$ cat config.mk
export PLATFORM = sky130hd
export DESIGN_NAME = alu_pipe_muldiv
export DESIGN_NICKNAME = d
export VERILOG_FILES = /design/src/rtl/alu_pkg.sv /design/src/rtl/alu_muldiv_iter.sv /design/src/rtl/alu_pipe_muldiv.sv
export SDC_FILE = /design/constraint.sdc
export NUM_CORES = 1
export LEC_CHECK = 0
export ABC_CLOCK_PERIOD_IN_PS = 7000
export CAP_MARGIN = 20
export CORE_MARGIN = 8
export CORE_UTILIZATION = 28
export CTS_CLUSTER_DIAMETER = 60
export DETAILED_ROUTE_END_ITERATION = 7
export SLEW_MARGIN = 20
export SYNTH_ARGS = -nofsm -noshare
export SYNTH_HDL_FRONTEND = slang
export SYNTH_HIERARCHICAL = 1
export SYNTH_SLANG_ARGS = --single-unit
$ cat constraint.sdc
create_clock -name i_clock -period 7 [get_ports i_clock]
set_input_delay 2.1 -clock i_clock [delete_from_list [all_inputs] [get_ports i_clock]]
set_output_delay 2.1 -clock i_clock [all_outputs]
set_load 0.01 [all_outputs]
$ cat src/rtl/alu_pkg.sv
// Shared definitions for the pipelined MIPS ALU with iterative multiply/divide.
// Contents: opcode encodings, FSM and engine-mode enums, and a shift-amount width helper.
package alu_pkg;

  localparam int OPCODE_W = 6;

  localparam logic [5:0] OP_SLL   = 6'b000000;
  localparam logic [5:0] OP_SRL   = 6'b000010;
  localparam logic [5:0] OP_SRA   = 6'b000011;
  localparam logic [5:0] OP_SLLV  = 6'b000100;
  localparam logic [5:0] OP_SRLV  = 6'b000110;
  localparam logic [5:0] OP_SRAV  = 6'b000111;
  localparam logic [5:0] OP_ADDU  = 6'b100001;
  localparam logic [5:0] OP_SUBU  = 6'b100011;
  localparam logic [5:0] OP_AND   = 6'b100100;
  localparam logic [5:0] OP_OR    = 6'b100101;
  localparam logic [5:0] OP_XOR   = 6'b100110;
  localparam logic [5:0] OP_NOR   = 6'b100111;
  localparam logic [5:0] OP_SLT   = 6'b101010;
  localparam logic [5:0] OP_ADDI  = 6'b001000;
  localparam logic [5:0] OP_SLTI  = 6'b001010;
  localparam logic [5:0] OP_ANDI  = 6'b001100;
  localparam logic [5:0] OP_ORI   = 6'b001101;
  localparam logic [5:0] OP_XORI  = 6'b001110;
  localparam logic [5:0] OP_LUI   = 6'b001111;
  localparam logic [5:0] OP_MFHI  = 6'b010000;
  localparam logic [5:0] OP_MFLO  = 6'b010010;
  localparam logic [5:0] OP_MULTU = 6'b011001;
  localparam logic [5:0] OP_DIVU  = 6'b011011;

  typedef enum logic [1:0] {
    ST_IDLE = 2'd0,
    ST_MUL  = 2'd1,
    ST_DIV  = 2'd2
  } state_e;

  typedef enum logic {
    MD_MUL = 1'b0,
    MD_DIV = 1'b1
  } md_mode_e;

  function automatic int shamt_w(input int width);
    return (width > 1) ? $clog2(width) : 1;
  endfunction

endpackage

$ cat src/rtl/alu_muldiv_iter.sv
// Iterative unsigned engine: shift-add multiply and restoring divide, one bit per cycle.
// The first step is applied at the start edge, so done is seen W cycles after start.
module alu_muldiv_iter
  import alu_pkg::*;
#(
  parameter int W = 8
) (
  input  logic         i_clock,
  input  logic         i_reset,
  input  logic         i_start,
  input  md_mode_e     i_mode,
  input  logic [W-1:0] i_a,
  input  logic [W-1:0] i_b,
  output logic         o_busy,
  output logic         o_done,
  output logic [W-1:0] o_hi,
  output logic [W-1:0] o_lo
);

  localparam int CNT_W = shamt_w(W);

  logic             busy_q, busy_d;
  logic [CNT_W-1:0] cnt_q, cnt_d;
  logic [2*W-1:0]   acc_q, acc_d;
  logic [W-1:0]     opnd_q, opnd_d;
  md_mode_e         mode_q, mode_d;

  // acc holds {partial product, multiplier} for MUL and {remainder, quotient} for DIV
  function automatic logic [2*W-1:0] step(input md_mode_e md, input logic [2*W-1:0] acc,
                                          input logic [W-1:0] opnd);
    logic [W:0]   sum;
    logic [W:0]   trial;
    logic [W-1:0] rem_n;
    sum   = {1'b0, acc[2*W-1:W]} + (acc[0] ? {1'b0, opnd} : {(W+1){1'b0}});
    trial = {acc[2*W-1:W], acc[W-1]};
    rem_n = trial[W-1:0] - opnd;
    if (md == MD_MUL) begin
      return {sum, acc[W-1:1]};
    end else if (trial >= {1'b0, opnd}) begin
      return {rem_n, acc[W-2:0], 1'b1};
    end else begin
      return {trial[W-1:0], acc[W-2:0], 1'b0};
    end
  endfunction

  // Next-state for the iteration counter and datapath
  always_comb begin
    busy_d = busy_q;
    cnt_d  = cnt_q;
    acc_d  = acc_q;
    opnd_d = opnd_q;
    mode_d = mode_q;
    if (i_start) begin
      mode_d = i_mode;
      opnd_d = (i_mode == MD_MUL) ? i_a : i_b;
      acc_d  = step(i_mode, {{W{1'b0}}, (i_mode == MD_MUL) ? i_b : i_a}, opnd_d);
      cnt_d  = CNT_W'(W - 1);
      busy_d = 1'b1;
    end else if (busy_q && (cnt_q != {CNT_W{1'b0}})) begin
      acc_d = step(mode_q, acc_q, opnd_q);
      cnt_d = cnt_q - {{(CNT_W-1){1'b0}}, 1'b1};
    end else begin
      busy_d = 1'b0;
    end
  end

  // Engine state registers
  always_ff @(posedge i_clock) begin
    if (i_reset) begin
      busy_q <= 1'b0;
      cnt_q  <= {CNT_W{1'b0}};
      acc_q  <= {(2*W){1'b0}};
      opnd_q <= {W{1'b0}};
      mode_q <= MD_MUL;
    end else begin
      busy_q <= busy_d;
      cnt_q  <= cnt_d;
      acc_q  <= acc_d;
      opnd_q <= opnd_d;
      mode_q <= mode_d;
    end
  end

  assign o_busy = busy_q;
  assign o_done = busy_q && (cnt_q == {CNT_W{1'b0}});
  assign o_hi   = acc_q[2*W-1:W];
  assign o_lo   = acc_q[W-1:0];

endmodule

$ cat src/rtl/alu_pipe_muldiv.sv
// Registered MIPS ALU with valid/ready handshake, HI/LO registers and iterative MULTU/DIVU.
// Single-cycle ops complete at the accept edge; MULTU/DIVU hold o_ready low while iterating.
module alu_pipe_muldiv
  import alu_pkg::*;
#(
  parameter int SIZEDATA = 8,
  parameter int SIZEOP   = 6,
  parameter int SHAMT_W  = shamt_w(SIZEDATA)
) (
  input  logic                i_clock,
  input  logic                i_reset,
  input  logic                i_valid,
  output logic                o_ready,
  input  logic [SIZEDATA-1:0] i_datoa,
  input  logic [SIZEDATA-1:0] i_datob,
  input  logic [SIZEOP-1:0]   i_opcode,
  output logic [SIZEDATA-1:0] o_result,
  output logic                o_valid,
  output logic                o_div_zero,
  output logic                o_illegal
);

  state_e                state_q, state_d;
  logic                  ready_q, ready_d;
  logic [SIZEDATA-1:0]   result_q, result_d;
  logic                  valid_q, valid_d;
  logic                  div_zero_q, div_zero_d;
  logic                  illegal_q, illegal_d;
  logic [SIZEDATA-1:0]   hi_q, hi_d;
  logic [SIZEDATA-1:0]   lo_q, lo_d;

  logic [OPCODE_W-1:0]   op_s;
  logic [SHAMT_W-1:0]    shamt_s;
  logic [SIZEDATA-1:0]   alu_res_s;
  logic                  alu_known_s;
  logic                  eng_start_s;
  md_mode_e              eng_mode_s;
  logic                  eng_busy_s;
  logic                  eng_done_s;
  logic [SIZEDATA-1:0]   eng_hi_s;
  logic [SIZEDATA-1:0]   eng_lo_s;

  assign op_s    = OPCODE_W'(i_opcode);
  assign shamt_s = i_datob[SHAMT_W-1:0];

  // Single-cycle operation decode; unknown opcodes yield zero and are flagged
  always_comb begin
    alu_res_s   = {SIZEDATA{1'b0}};
    alu_known_s = 1'b1;
    case (op_s)
      OP_SLL, OP_SLLV:   alu_res_s = i_datoa << shamt_s;
      OP_SRL, OP_SRLV:   alu_res_s = i_datoa >> shamt_s;
      OP_SRA, OP_SRAV:   alu_res_s = $signed(i_datoa) >>> shamt_s;
      OP_ADDU, OP_ADDI:  alu_res_s = i_datoa + i_datob;
      OP_SUBU:           alu_res_s = i_datoa - i_datob;
      OP_AND, OP_ANDI:   alu_res_s = i_datoa & i_datob;
      OP_OR, OP_ORI:     alu_res_s = i_datoa | i_datob;
      OP_XOR, OP_XORI:   alu_res_s = i_datoa ^ i_datob;
      OP_NOR:            alu_res_s = ~(i_datoa | i_datob);
      OP_SLT, OP_SLTI:   alu_res_s = {{(SIZEDATA-1){1'b0}}, ($signed(i_datoa) < $signed(i_datob))};
      OP_LUI:            alu_res_s = i_datob << (SIZEDATA / 2);
      OP_MFHI:           alu_res_s = hi_q;
      OP_MFLO:           alu_res_s = lo_q;
      OP_MULTU, OP_DIVU: alu_res_s = {SIZEDATA{1'b0}};
      default:           alu_known_s = 1'b0;
    endcase
  end

  // Handshake FSM, result and HI/LO next-state
  always_comb begin
    state_d     = state_q;
    ready_d     = ready_q;
    result_d    = result_q;
    valid_d     = 1'b0;
    div_zero_d  = 1'b0;
    illegal_d   = 1'b0;
    hi_d        = hi_q;
    lo_d        = lo_q;
    eng_start_s = 1'b0;
    eng_mode_s  = MD_MUL;
    case (state_q)
      ST_IDLE: begin
        if (i_valid && ready_q) begin
          if (op_s == OP_MULTU) begin
            eng_start_s = 1'b1;
            eng_mode_s  = MD_MUL;
            state_d     = ST_MUL;
            ready_d     = 1'b0;
          end else if ((op_s == OP_DIVU) && (i_datob != {SIZEDATA{1'b0}})) begin
            eng_start_s = 1'b1;
            eng_mode_s  = MD_DIV;
            state_d     = ST_DIV;
            ready_d     = 1'b0;
          end else if (op_s == OP_DIVU) begin
            lo_d       = {SIZEDATA{1'b1}};
            hi_d       = i_datoa;
            result_d   = {SIZEDATA{1'b1}};
            valid_d    = 1'b1;
            div_zero_d = 1'b1;
          end else begin
            result_d  = alu_res_s;
            valid_d   = 1'b1;
            illegal_d = ~alu_known_s;
          end
        end else begin
          ready_d = 1'b1;
        end
      end
      ST_MUL, ST_DIV: begin
        if (eng_done_s) begin
          hi_d     = eng_hi_s;
          lo_d     = eng_lo_s;
          result_d = eng_lo_s;
          valid_d  = 1'b1;
          state_d  = ST_IDLE;
          ready_d  = 1'b1;
        end else if (!eng_busy_s) begin
          // engine lost without completing: recover to IDLE rather than stall forever
          state_d = ST_IDLE;
          ready_d = 1'b1;
        end else begin
          ready_d = 1'b0;
        end
      end
      default: begin
        state_d = ST_IDLE;
        ready_d = 1'b1;
      end
    endcase
  end

  // Architectural and output registers
  always_ff @(posedge i_clock) begin
    if (i_reset) begin
      state_q    <= ST_IDLE;
      ready_q    <= 1'b1;
      result_q   <= {SIZEDATA{1'b0}};
      valid_q    <= 1'b0;
      div_zero_q <= 1'b0;
      illegal_q  <= 1'b0;
      hi_q       <= {SIZEDATA{1'b0}};
      lo_q       <= {SIZEDATA{1'b0}};
    end else begin
      state_q    <= state_d;
      ready_q    <= ready_d;
      result_q   <= result_d;
      valid_q    <= valid_d;
      div_zero_q <= div_zero_d;
      illegal_q  <= illegal_d;
      hi_q       <= hi_d;
      lo_q       <= lo_d;
    end
  end

  alu_muldiv_iter #(.W(SIZEDATA)) u_iter (
    .i_clock (i_clock),
    .i_reset (i_reset),
    .i_start (eng_start_s),
    .i_mode  (eng_mode_s),
    .i_a     (i_datoa),
    .i_b     (i_datob),
    .o_busy  (eng_busy_s),
    .o_done  (eng_done_s),
    .o_hi    (eng_hi_s),
    .o_lo    (eng_lo_s)
  );

  assign o_ready    = ready_q;
  assign o_result   = result_q;
  assign o_valid    = valid_q;
  assign o_div_zero = div_zero_q;
  assign o_illegal  = illegal_q;

endmodule

==> results by group, run 1 <==
Synthesis
  • Largest cells by area after synthesis: dfxtp_1, ha_1, mux2i_1
  • Synth Area in Simple Gates: between 20 and 25%
  • Mean post-synth cell area: roughly 8.1 um2
  • Commonest cells in the netlist: nor2_1, dfxtp_1, mux2i_1, ha_1, inv_1
  • Yosys reg bits: 59
  • Netlist cell types: ~90
  • XOR/XNOR share of the synthesized area: 2.215%
  • Seq/Total Area, Yosys: between 10% and 20%
  • Mapped Area: 0.006327 mm2
  • Post-synthesis mux area share: 11.83%
  • Compound-Gate Fraction of Synth Area: 25.96%
  • Primary FF master, synth: dfxtp_1
  • Most frequent cell after synthesis: nor2_1
  • Post-synth EDFFs: 0
  • Net count of the mapped netlist: around 860
  • Post-synthesis adder-cell area fraction: 10.96%
  • Share of the synthesized area in the top cell type: 18.67%
  • Syn. warnings: 6
  • Combinational family with the most area after synthesis: compound AO/OA/AOI/OAI gates
  • Post-Syn Instances: 779
  • Area leader, netlist: dfxtp_1
  • Ys async rst share: 0%

Global route
  • GRT Residual Overflow: 0
  • Largest net degree at the start of global routing: 56
  • Tot GR Track Use: 14.28%
  • Initial antenna violation count: 0
  • First-pass GRT wire length: 32.09 mm
  • Vias in the first global route: roughly 5700

Timing
  • Final Setup Violations: 0
  • Final number of hold-violating endpoints: 0
  • Setup TNS: 0 ns
  • Fin crit share: 77.92%
  • Tightest Pin Transition: between 0.8 and 0.9 ns
  • Final min period: 5.455 ns
  • Clock Skew: 0.006177 ns
  • Unrepaired setup endpoints after global routing: no
  • Slew Viols, Final: 0
  • FMAX: 0.1833 GHz
  • Max transition margin: around two fifths

Floorplan
  • IO Count: 37
  • Initial Util: 28.20%
  • # rows: 55
  • Floorplan die height: 166.3 um
  • Die area: 0.02766 mm2
  • Die Wd: 166.3 um
  • Core ar.: roughly 0.022 mm2

Pwr
  • VDD IR max: 0.1171 mV
  • LEAKAGE: 2.594 nW
  • PwrDens: between 100 and 150 mW/mm2

Placed design
  • DP Wirelength: 15.35 mm
  • GP Congestion: about 0.9
  • IO Port Bufs: 36

Clock network
  • Clk_lat worst skew: 0.33 ns
  • # hold bufs at CTS: 0
  • Resize count post-CTS: 0
  • CTS tree: built
  • H-tree depth: 3
  • Clock tree sinks: 59
  • Clk root buf: clkbuf_16
  • CTS Buf Count: 9
  • Worst-path clk slew: 0.05 ns
  • Clk buf depth: 2
  • Post-CTS setup repair buffer count: 0

Worst setup path
  • Critical path required time: 7.22 ns
  • Slowest-stage cell, CP: clkdlybuf4s50_1
  • CP endpoint kind: flip-flop
  • Crit path DAT: roughly 5.7 ns
  • Startpoint Class: input pin
  • Worst Setup Path Type: input pin to flip-flop
  • Flop2flop setup slack: 3.36 ns
  • CP bufs+invs: 3
  • CP Max Fanout: 29
  • Most frequent CP cell: ha_1
  • CP Cell Sequence: clkdlybuf4s50_1, and3_4, nand2_2, nor3_2, buf_4, mux2_1, ha_1, inv_1, ha_1, a21o_1, and2_1, a21oi_1, a2111oi_1
  • Crit path max-delay family: buffers and inverters
  • Slowest stage delay, CP: 0.85 ns

Finish
  • Antenna Cells: 0
  • Layout cells sized above 1: 9.608%
  • P&R area growth vs syn: 13.59%
  • Core Util, Final: around a third
  • Nets: 864

Detailed routing
  • Via-per-instance ratio: 5.671
  • Total wire length: 20.46 mm
  • ANT nets after route: 0
  • First-pass DRT Iterations: 8
  • Average routed wire per standard cell: 19.01 um
  • 1st-iter DRT viols: around 630
  • Drt drc: 0
  • Via count: 6102

Outcome
  • Status: complete, no violations

Min path
  • Hold Path Class: flip-flop to flip-flop

Job
  • Max-cap viol count: 0
final cells by class:
type / count / area (um2)
sequential: 59 / 1181
timing repair buffer: 49 / 452.9
tap: 285 / 356.6
clock inverter: 4 / 72.57
multi-input combinational: 622 / 4698
fill: 2386 / 15250
inverter: 45 / 168.9
clock buffer: 12 / 256.5
path summary, 6_finish.rpt:
path / from / end / cells past startpoint
setup / recovery: i_opcode[3] / u_iter/acc_q[13] / 13
hold / removal: o_result[3] / o_result[3] / 2
setup reg to reg: state_q[0] / u_iter/acc_q[13] / 13
hold reg to reg: o_result[3] / o_result[3] / 2
metrics by stage:
stage               power (mW)  instances  cell area (um2)  setup slack (ns)  hold slack (ns)
CTS                      1.078       1076             7187             1.623           0.4522
floorplan               0.5118        779             6327             2.033           0.4592
global route             1.119       1076             7187             1.308           0.4755
global placement        0.5930       1060             6858             1.350           0.4254
detailed placement      0.5920       1060             6858             1.296           0.4453
finish                   1.074       1076             7187             1.545           0.4435
flip-flops by register name (all words and copies together), names as in the netlist, 2 cells and up:
name / flops
u_iter/cnt_q: 3
lo_q: 8
hi_q: 8
u_iter/opnd_q: 8
o_result: 8
state_q: 2
u_iter/acc_q: 16
where the power goes:
part	internal, mW	total (mW)	leakage, nW	switching, mW
combinational	0.0970	0.241	1.96	0.144
clock	0.330	0.484	0.159	0.154
sequential	0.343	0.348	0.477	0.00501
tightest hold or removal path, cell delays in order, from the launching register on:
cell and delay, ns:
dfxtp_1 0.31, nand2_1 0.05, nand2_1 0.04
layout by cell type, fill, tap and decap left out, types with 26 or more instances in the layout:
cell	netlist	final
dfxtp_1	59	59
nand3_1	26	26
o21ai_0	26	26
ha_1	49	49
a211oi_1	32	32
nand2_1	41	41
mux2i_1	50	50
inv_1	44	44
nor2_1	80	79
clkdlybuf4s50_1	0	35
a21oi_1	30	30
kinds of logic after synthesis:
family / count (synthesis)
buffers and inverters: 98
muxes: 62
adders and majority gates: 53
DFF: 59
and+or+nand+nor: 272
xor gates and xnor gates: 16
AOI/OAI and AO/OA: 219
metal layers:
layer,global-route usage [%],wire length [um],share of wire (%),up-vias
li1,-,-,-,2938
met1,19.67,9560,47,2890
met2,22.11,8916,44,234
met3,2.900,1531,7.5,40
met4,4.113,450,2.2,0
met5,0,0,0,-
Power figures use the tool's default switching activity.
==> inputs of run 2 (changes only) <==
--- a/config.mk
+++ b/config.mk
@@ -5,7 +5,7 @@
 export SDC_FILE = /design/constraint.sdc
 export NUM_CORES = 1
 export LEC_CHECK = 0
-export ABC_CLOCK_PERIOD_IN_PS = 7000
+export ABC_CLOCK_PERIOD_IN_PS = 4830
 export CAP_MARGIN = 20
 export CORE_MARGIN = 8
 export CORE_UTILIZATION = 28
==> constraint.sdc (replaced) <==
create_clock -name i_clock -period 4.83 [get_ports i_clock]
set_input_delay 1.449 -clock i_clock [delete_from_list [all_inputs] [get_ports i_clock]]
set_output_delay 1.449 -clock i_clock [all_outputs]
set_load 0.01 [all_outputs]
==> run 2 against run 1 <==
Total power increased by 40%. Global-route usage increased by 0.68 points. Die area unchanged. Core utilization increased by 0.68 points. Sequential share of layout area decreased by 0.34 points. Clock skew decreased by 0.0024 ns. Largest power group unchanged. Cell area increased by 2.1%. Flip-flop and latch count unchanged. First-iteration DRC count increased by 15%. Sequential power increased by 45%.
==> results by group, run 2 (synthesized netlist as in run 1, its figures left out) <==
Detailed routing
  • First-pass DRT Iterations: 5 (-3)
  • 1st-iter DRT viols: 719 (+15%)
  • Met3 wire len: 1.377 mm (-10%)
  • Top sig layer: met4
  • Via count: 6167 (+1.1%)
  • Via-per-instance ratio: 5.601 (-1.2%)
  • Drt drc: 0 (unchanged)
  • Metal2 WL: 9.523 mm (+6.8%)
  • Met1 WL: 10.05 mm (+5.1%)
  • Average routed wire per standard cell: 19.26 um (+1.3%)
  • ANT nets after route: 0 (unchanged)
  • Total wire length: 21.21 mm (+3.7%)

Pwr
  • LEAKAGE: 2.701 nW (+4.1%)
  • PwrDens: 205.0 mW/mm2 (+37%)
  • Power, Total: 1.505 mW (+40%)
  • VDD IR max: 0.1718 mV (+47%)

Floorplan
  • Floorplan die height: 166.3 um (unchanged)
  • Die Wd: 166.3 um (unchanged)
  • Core ar.: 0.02243 mm2 (unchanged)
  • # rows: 55 (unchanged)
  • Die area: 0.02766 mm2 (unchanged)
  • IO Count: 37 (unchanged)
  • Initial Util: 28.20% (unchanged)

Worst setup path
  • Worst flop-to-flop path endpoint: u_iter/acc_q[13]
  • CP endpoint: u_iter/acc_q[13]
  • CP Cell Sequence: clkdlybuf4s50_1, nor3b_4, nand2_2, nor3_2, buf_4, or3b_1, nor4b_2, and2_1, a21oi_1, a2111oi_1
  • Reg2reg path depth: 10 (-3)
  • Worst Setup Path Type: input pin to flip-flop
  • CP Max Fanout: 14 (-52%)
  • Slowest stage delay, CP: 0.50 ns (-0.35 ns)
  • Critical path required time: 5.05 ns (-2.17 ns)
  • Startpoint Class: input pin
  • Worst setup startpoint: i_opcode[4]
  • Flop2flop setup slack: 1.57 ns (-1.79 ns)
  • Slowest-stage cell, CP: clkdlybuf4s50_1
  • CP endpoint kind: flip-flop
  • Crit path DAT: 4.44 ns (-1.23 ns)
  • Reg-to-Reg Start: state_q[0]

Timing
  • Clock Skew: 0.003742 ns (-0.002436 ns)
  • Slew Viols, Final: 0 (unchanged)
  • Setup TNS: 0 ns (unchanged)
  • Post-route worst setup slack: 0.6136 ns (-0.9316 ns)
  • FMAX: between 0.2 and 0.25 GHz
  • Fin crit share: just under 90%
  • Final Setup Violations: 0 (unchanged)
  • Tightest Pin Transition: 1.004 ns (+0.1207 ns)
  • Final number of hold-violating endpoints: 0 (unchanged)
  • Max transition margin: 32.96% (-8.1 points)
  • Unrepaired setup endpoints after global routing: no
  • Final min period: 4.216 ns
  • Hold_ws: 0.4371 ns (-0.006397 ns)

Clock network
  • # hold bufs at CTS: 0 (unchanged)
  • Clk_lat worst skew: 0.33 ns (about the same)
  • H-tree depth: 3 (unchanged)
  • Clk root buf: clkbuf_16
  • CTS tree: built
  • Clock tree sinks: 59 (unchanged)
  • Post-CTS setup repair buffer count: 0 (unchanged)
  • CTS Buf Count: 9 (unchanged)
  • Worst-path clk slew: 0.06 ns (about the same)
  • Clk buf depth: 2 (unchanged)
  • Resize count post-CTS: 0 (unchanged)

Finish
  • Core Util, Final: 32.72% (+0.68 points)
  • Combined area of the multi-input logic cells: 0.004698 mm2 (unchanged)
  • Antenna Cells: 0 (unchanged)
  • Cell area after layout: 0.007340 mm2 (+2.1%)
  • Most common cell after layout, fill and taps aside: nor2_1
  • Final cell count without fillers: 1101 (+2.3%)
  • Layout cells sized above 1: 12.50% (+2.9 points)
  • Most used cells in the layout excluding fill and tap cells: nor2_1, dfxtp_1, mux2i_1
  • P&R area growth vs syn: 16.00%
  • Fillers: 2358 (-1.2%)
  • Max reg flops: 16 (unchanged)
  • Largest register by flop count: u_iter/acc_q
  • Nets: 889 (+2.9%)
  • Seq. cell area: 0.001181 mm2 (unchanged)

Global route
  • Vias in the first global route: 5905 (+3.8%)
  • Largest net degree at the start of global routing: 33 (-41%)
  • Tot GR Track Use: 14.96% (+0.68 points)
  • First-pass GRT wire length: 33.86 mm (+5.5%)
  • GRT Residual Overflow: 0 (unchanged)
  • Initial antenna violation count: 0 (unchanged)

Placed design
  • IO Port Bufs: 36 (unchanged)
  • DP Area: 0.007046 mm2 (+2.7%)
  • DP Wirelength: 16.06 mm (+4.7%)
  • Placed Cells: 1085 (+2.4%)
  • Setup slack at placement: 0.2885 ns (-1.008 ns)
  • GP Congestion: 0.9452 (+3.1%)

Outcome
  • Status: complete, no violations

Job
  • Max-cap viol count: 0 (unchanged)

Min path
  • Hold Path Class: flip-flop to flip-flop
  • Worst Hold Path Cells: 2 (unchanged)
run 2: final cells by class:
type	count	share of cell area, %
Multi-Input combinational cell	622	64.01
Sequential cell	59	16.09
Timing Repair Buffer	74	8.728
Tap cell	285	4.859
Clock buffer	9	3.069
Inverter	45	2.301
Clock inverter	7	0.9376
run 2: power by group:
group          switching [mW]  internal (mW)  total (mW)
clock                   0.238          0.397       0.635
combinational           0.214          0.151       0.365
sequential            0.00806          0.497       0.505
run 2: worst max-delay path: cells and delay by family:
family	cells	cell delay, ns
buffers and inverters	2	0.77
AOI/OAI and AO/OA	2	0.44
and+or+nand+nor	6	1.78
run 2: layer usage:
layer | vias to the layer above | track usage (%)
met3 | 18 | 2.258
met4 | 0 | 3.055
met2 | 219 | 23.90
met1 | 2945 | 20.93
li1 | 2985 | -
met5 | - | 0
run 2: worst min path at each step:
stage                startpoint     endpoint  slack [ns]
floorplan               lo_q[1]      lo_q[1]        0.46
global placement    o_result[3]  o_result[3]        0.43
detailed placement  o_result[3]  o_result[3]        0.43
CTS                 o_result[3]  o_result[3]        0.44
global route        o_result[3]  o_result[3]        0.48
finish              o_result[3]  o_result[3]        0.44
